**src/rtl/dp_microseq.sv**
```systemverilog
// Microprogrammed sequencer: issues one stored control word per clock to the
// register-file/ALU datapath, branching on the datapath's V/C/N/Z status.
module dp_microseq #(
    parameter int ADDR_W    = 4,
    parameter int CNT_W     = 8,
    parameter int MAX_STEPS = 255
) (
    input  logic                CLK,
    input  logic                RESET_N,
    input  logic                prog_we,
    input  logic [ADDR_W-1:0]   prog_addr,
    input  logic [18+ADDR_W:0]  prog_data,
    input  logic                start,
    input  logic [ADDR_W-1:0]   start_addr,
    input  logic                stop,
    input  logic                V,
    input  logic                C,
    input  logic                N,
    input  logic                Z,
    output logic [15:0]         CTRWRD,
    output logic [ADDR_W-1:0]   upc,
    output logic                busy,
    output logic                done,
    output logic                timeout,
    output logic                prog_err,
    output logic [CNT_W-1:0]    step_cnt
);

    localparam int DEPTH  = 2 ** ADDR_W;
    localparam int WORD_W = 19 + ADDR_W;

    typedef enum logic [1:0] {IDLE, RUN, HALT} state_t;
    typedef enum logic [2:0] {
        C_NEXT, C_JMP, C_BZ, C_BN, C_BC, C_BV, C_BNZ, C_HALT
    } cond_t;

    state_t              state;
    logic [WORD_W-1:0]   mem [DEPTH];
    logic [WORD_W-1:0]   word;
    cond_t               cond;
    logic [ADDR_W-1:0]   baddr;
    logic [ADDR_W-1:0]   upc_next;
    logic                taken;
    logic [CNT_W-1:0]    cnt_inc;

    always_comb begin
        word     = mem[upc];
        cond     = cond_t'(word[ADDR_W+2:ADDR_W]);
        baddr    = word[ADDR_W-1:0];
        cnt_inc  = step_cnt + 1'b1;
        taken    = 1'b0;
        case (cond)
            C_JMP:   taken = 1'b1;
            C_BZ:    taken = Z;
            C_BN:    taken = N;
            C_BC:    taken = C;
            C_BV:    taken = V;
            C_BNZ:   taken = ~Z;
            default: taken = 1'b0;
        endcase
        upc_next = taken ? baddr : upc + 1'b1;
    end

    always_comb begin
        CTRWRD = (state == RUN && cond != C_HALT) ? word[WORD_W-1 -: 16] : '0;
        busy   = (state == RUN);
        done   = (state == HALT);
    end

    // Program store has no reset; writes are locked out while running.
    always_ff @(posedge CLK) begin
        if (prog_we && state != RUN)
            mem[prog_addr] <= prog_data;
    end

    always_ff @(posedge CLK or negedge RESET_N) begin
        if (!RESET_N) begin
            state    <= IDLE;
            upc      <= '0;
            step_cnt <= '0;
            timeout  <= 1'b0;
            prog_err <= 1'b0;
        end else begin
            prog_err <= (state == RUN) && prog_we;
            case (state)
                RUN: begin
                    if (cond == C_HALT) begin
                        state <= HALT;
                    end else begin
                        step_cnt <= cnt_inc;
                        upc      <= upc_next;
                        // Watchdog outranks stop; both still let this word complete.
                        if (cnt_inc == CNT_W'(MAX_STEPS)) begin
                            state   <= HALT;
                            timeout <= 1'b1;
                        end else if (stop) begin
                            state <= HALT;
                        end
                    end
                end
                default: begin
                    if (start) begin
                        state    <= RUN;
                        upc      <= start_addr;
                        step_cnt <= '0;
                        timeout  <= 1'b0;
                    end
                end
            endcase
        end
    end

endmodule

```
**config.mk**
```make
export PLATFORM = sky130hd
export DESIGN_NAME = dp_microseq
export DESIGN_NICKNAME = d
export VERILOG_FILES = /design/src/rtl/dp_microseq.sv
export SDC_FILE = /design/constraint.sdc
export NUM_CORES = 1
export LEC_CHECK = 0
export ABC_CLOCK_PERIOD_IN_PS = 3700
export BUFFER_PORTS_ARGS = -buffer_cell sky130_fd_sc_hd__buf_2
export CELL_PAD_IN_SITES_DETAIL_PLACEMENT = 2
export CELL_PAD_IN_SITES_GLOBAL_PLACEMENT = 2
export CORE_MARGIN = 1.5
export CORE_UTILIZATION = 48
export DETAILED_ROUTE_END_ITERATION = 8
export PLACE_DENSITY = 0.9
export REMOVE_ABC_BUFFERS = 1
export SYNTH_ARGS = -nofsm -noshare
export SYNTH_HDL_FRONTEND = slang
export SYNTH_SLANG_ARGS = --single-unit
```
**constraint.sdc**
```tcl
create_clock -name CLK -period 3.7 [get_ports CLK]
set_input_delay 0.925 -clock CLK [delete_from_list [all_inputs] [get_ports CLK]]
set_output_delay 0.925 -clock CLK [all_outputs]
set_load 0.05 [all_outputs]
```
==> impl_metrics.tcl <==
set metrics [dict create \
    status "finished with violations" \
    violations "negative setup slack" \
    final_common_cell "edfxtp_1" \
    holdWs_ns 0.318 \
    ys_async_sr_fraction 0.0417 \
    gp_congestion 0.821 \
    die_y_um 181 \
    root_buffer "clkbuf_16" \
    fillCellCount 2422 \
    top_layer_used "met4" \
    syn_area_per_cell_um2 21.9 \
    fin_worst_skew_ns 0.0229 \
    cts_tree "yes" \
    start_util 0.492 \
    antenna_found_initial 2 \
    wl_met1_mm 19.3 \
    synth_cells 693 \
    setup_viol 16 \
    final_max_slew_viol_count 0 \
    clock_latency_ns 0.54 \
    drcViolationCount 0 \
    wl_met3_mm 4.44 \
    required_ns 2.77 \
    layout_setup_ws_ns -0.173 \
    area_growth_syn_to_layout_pct 18.2 \
    start_kind "register" \
    hold_class "in -> async" \
    tightest_slew_ns 0.806 \
    ioPinCount 72 \
    hold_violations 0 \
    ant_nets 0 \
    rsz0062_at_grt "yes" \
    drive_above_1_share 0.394 \
    syn_area_mm2 0.0152 \
    yosysWarnings 0 \
    synth-seq-area-share 0.755 \
    criticalPathCategory "reg -> out" \
    grt_max_degree 35 \
    first_iter_violations 1195 \
    met2_length_mm 25.5 \
    ys_types 56 \
    crit_path_max_fanout 7 \
    slew-limit-headroom 0.461 \
    io_buffers 71 \
    grt_pass1_wl_mm 71.3 \
    cts.sinks 384 \
    die_area_mm2 0.0327 \
    rows 64 \
    ys_ff_latch 384 \
    maxCapViolations 0 \
    die_x_um 181 \
    routed_wl_mm 51.1 \
    cts_max_level 2 \
    coreArea_mm2 0.0308 \
    leakage_uw 0.00598 \
    drtPass1Iterations 5 \
    fin_setup_tns_ns -1.97 \
    power_density_mw_per_mm2 827 \
    placed_cell_area_mm2 0.0162 \
    cp-end-kind "output pin" \
    finalCritPeriodShare 1.05 \
    vdd_ir_drop_max_uv 578 \
    synth_flop_cell "edfxtp_1" \
    cts_buffers 40 \
    grt_usage 0.321 \
    wl_per_cell_um 40.6 \
    max_freq_ghz 0.258 \
    final_cell_area_mm2 0.0179 \
    num_vias 8398 \
    grt_pass1_vias 8929 \
    nets 874 \
    via_per_inst 6.67 \
    fin_crit_ns 3.87 \
    worstPathArrival_ns 2.95 \
    clk_path_buf_depth 3 \
    synth_edf_count 368 \
    clkTransAtPathRegs_ns 0.06 \
    mostFrequentLayoutCells "edfxtp_1, mux4_2, buf_2" \
    grt_overflow 0 \
    place_hpwl_mm 26.8 \
]
-- cells in the mapped netlist (2+ instances only) --
cell type | n | area share
edfxtp_1 | 368 | 0.73
mux4_2 | 109 | 0.16
nor2_1 | 26 | 0.0064
and2_1 | 19 | 0.0078
nand2_1 | 19 | 0.0047
dfrtp_1 | 16 | 0.026
buf_2 | 14 | 0.0046
clkbuf_1 | 12 | 0.0030
mux2i_1 | 12 | 0.0079
nor3_1 | 6 | 0.0020
a21o_1 | 5 | 0.0025
inv_1 | 5 | 0.0012
a21oi_1 | 4 | 0.0013
mux2_2 | 4 | 0.0030
nand2b_1 | 4 | 0.0017
nand3_1 | 4 | 0.0013
nand4_1 | 4 | 0.0017
o21ai_0 | 4 | 0.0013
a31oi_1 | 3 | 0.0012
buf_6 | 3 | 0.0022
ha_1 | 3 | 0.0025
nor2b_1 | 3 | 0.0012
xnor2_1 | 3 | 0.0017
a22oi_1 | 2 | 0.00099
and3_1 | 2 | 0.00083
buf_1 | 2 | 0.00050
nand4b_1 | 2 | 0.0012
nor3b_1 | 2 | 0.00099
o211ai_1 | 2 | 0.00099
o21a_1 | 2 | 0.00099
o21ai_1 | 2 | 0.00066
o2bb2ai_1 | 2 | 0.0012
or3_1 | 2 | 0.00083
-- per-stage QoR --
stage	worst slack [ns]	std cells	total power, uW	utilization
4_1_cts	-0.117	1254	14400	0.577
6_report	-0.173	1260	14800	0.581
3_5_place_dp	0.140	1168	9820	0.527
5_1_grt	-0.185	1260	15200	0.581
3_3_place_gp	0.349	1168	9470	0.527
2_1_floorplan	-3.06	661	8560	-
-- power breakdown --
part	internal, uW	total, uW	switching [uW]
sequential	4920	5060	143
clock	2140	3960	1810
combinational	2610	5800	3190
total	9680	14800	5140
-- sequential cells by signal (all words and copies together) (netlist names) --
name / cells
state: 2
mem: 368
upc: 4
prog_err: 1
step_cnt: 8
timeout: 1
-- critical path, cell delays in order, from the launching register on --
cell and delay, ns:
dfrtp_4 0.43, buf_12 0.14, mux4_2 0.53, mux2_4 0.29, nand4_1 0.12, a21oi_2 0.10
nor2_4 0.24, buf_6 0.20, and2_4 0.18, buf_8 0.16
-- cell type report --
type	instances	area, um^2	area share
clock buffers	54	1080	0.0606
repair buffers	128	1070	0.0599
diodes	2	5.00	0.000279
well taps	396	495	0.0277
inverters	6	22.5	0.00126
flip-flops and latches	384	11500	0.640
multi-input cells	271	3650	0.204
clock inverters	19	124	0.00692
-- logic make-up (layout without fill, tap and decap cells) --
logic type / after synthesis / in the layout / share of synthesized area
AO/OA/AOI/OAI: 38 / 38 / 0.0181
other: 0 / 2 / 0
buffers and inverters: 38 / 207 / 0.0123
AND/OR/NAND/NOR: 100 / 100 / 0.0348
adder cells (fa/ha/maj): 3 / 3 / 0.00248
XOR/XNOR: 4 / 4 / 0.00231
multiplexers: 126 / 126 / 0.175
flip-flops: 384 / 384 / 0.755
-- path summary, 6_finish.rpt --
| check | endpoint | startpoint | slack [ns] | cells after the start |
|---|---|---|---|---|
| worst max-delay path | CTRWRD[2] | upc[1] | -0.17 | 9 |
| worst min-delay path | step_cnt[5] | RESET_N | 0.32 | 1 |
| worst max register to register | step_cnt[2] | upc[1] | 0.51 | 11 |
| worst min register to register | timeout | timeout | 0.52 | 2 |
| max in group asynchronous | upc[0] | RESET_N | 3.05 | 1 |
| min in group CLK | timeout | timeout | 0.52 | 2 |
-- layer usage --
metal  track usage  vias up
li1              -     3185
met5             0        -
met4         0.127        0
met3        0.0679      111
met2         0.532      553
met1         0.418     4549
-- repair_timing --
| action | in CTS | in global routing |
|---|---|---|
| gates cloned | 2 | 0 |
| hold buffers | 0 | 0 |
| endpoints found under the hold margin | 0 | 0 |
| pin swaps | 5 | 4 |
| gates resized for setup | 58 | 26 |
| endpoints found under the setup margin | 16 | 16 |
| setup buffers | 11 | 4 |
Note: power is estimated with default switching activity, not from simulation.
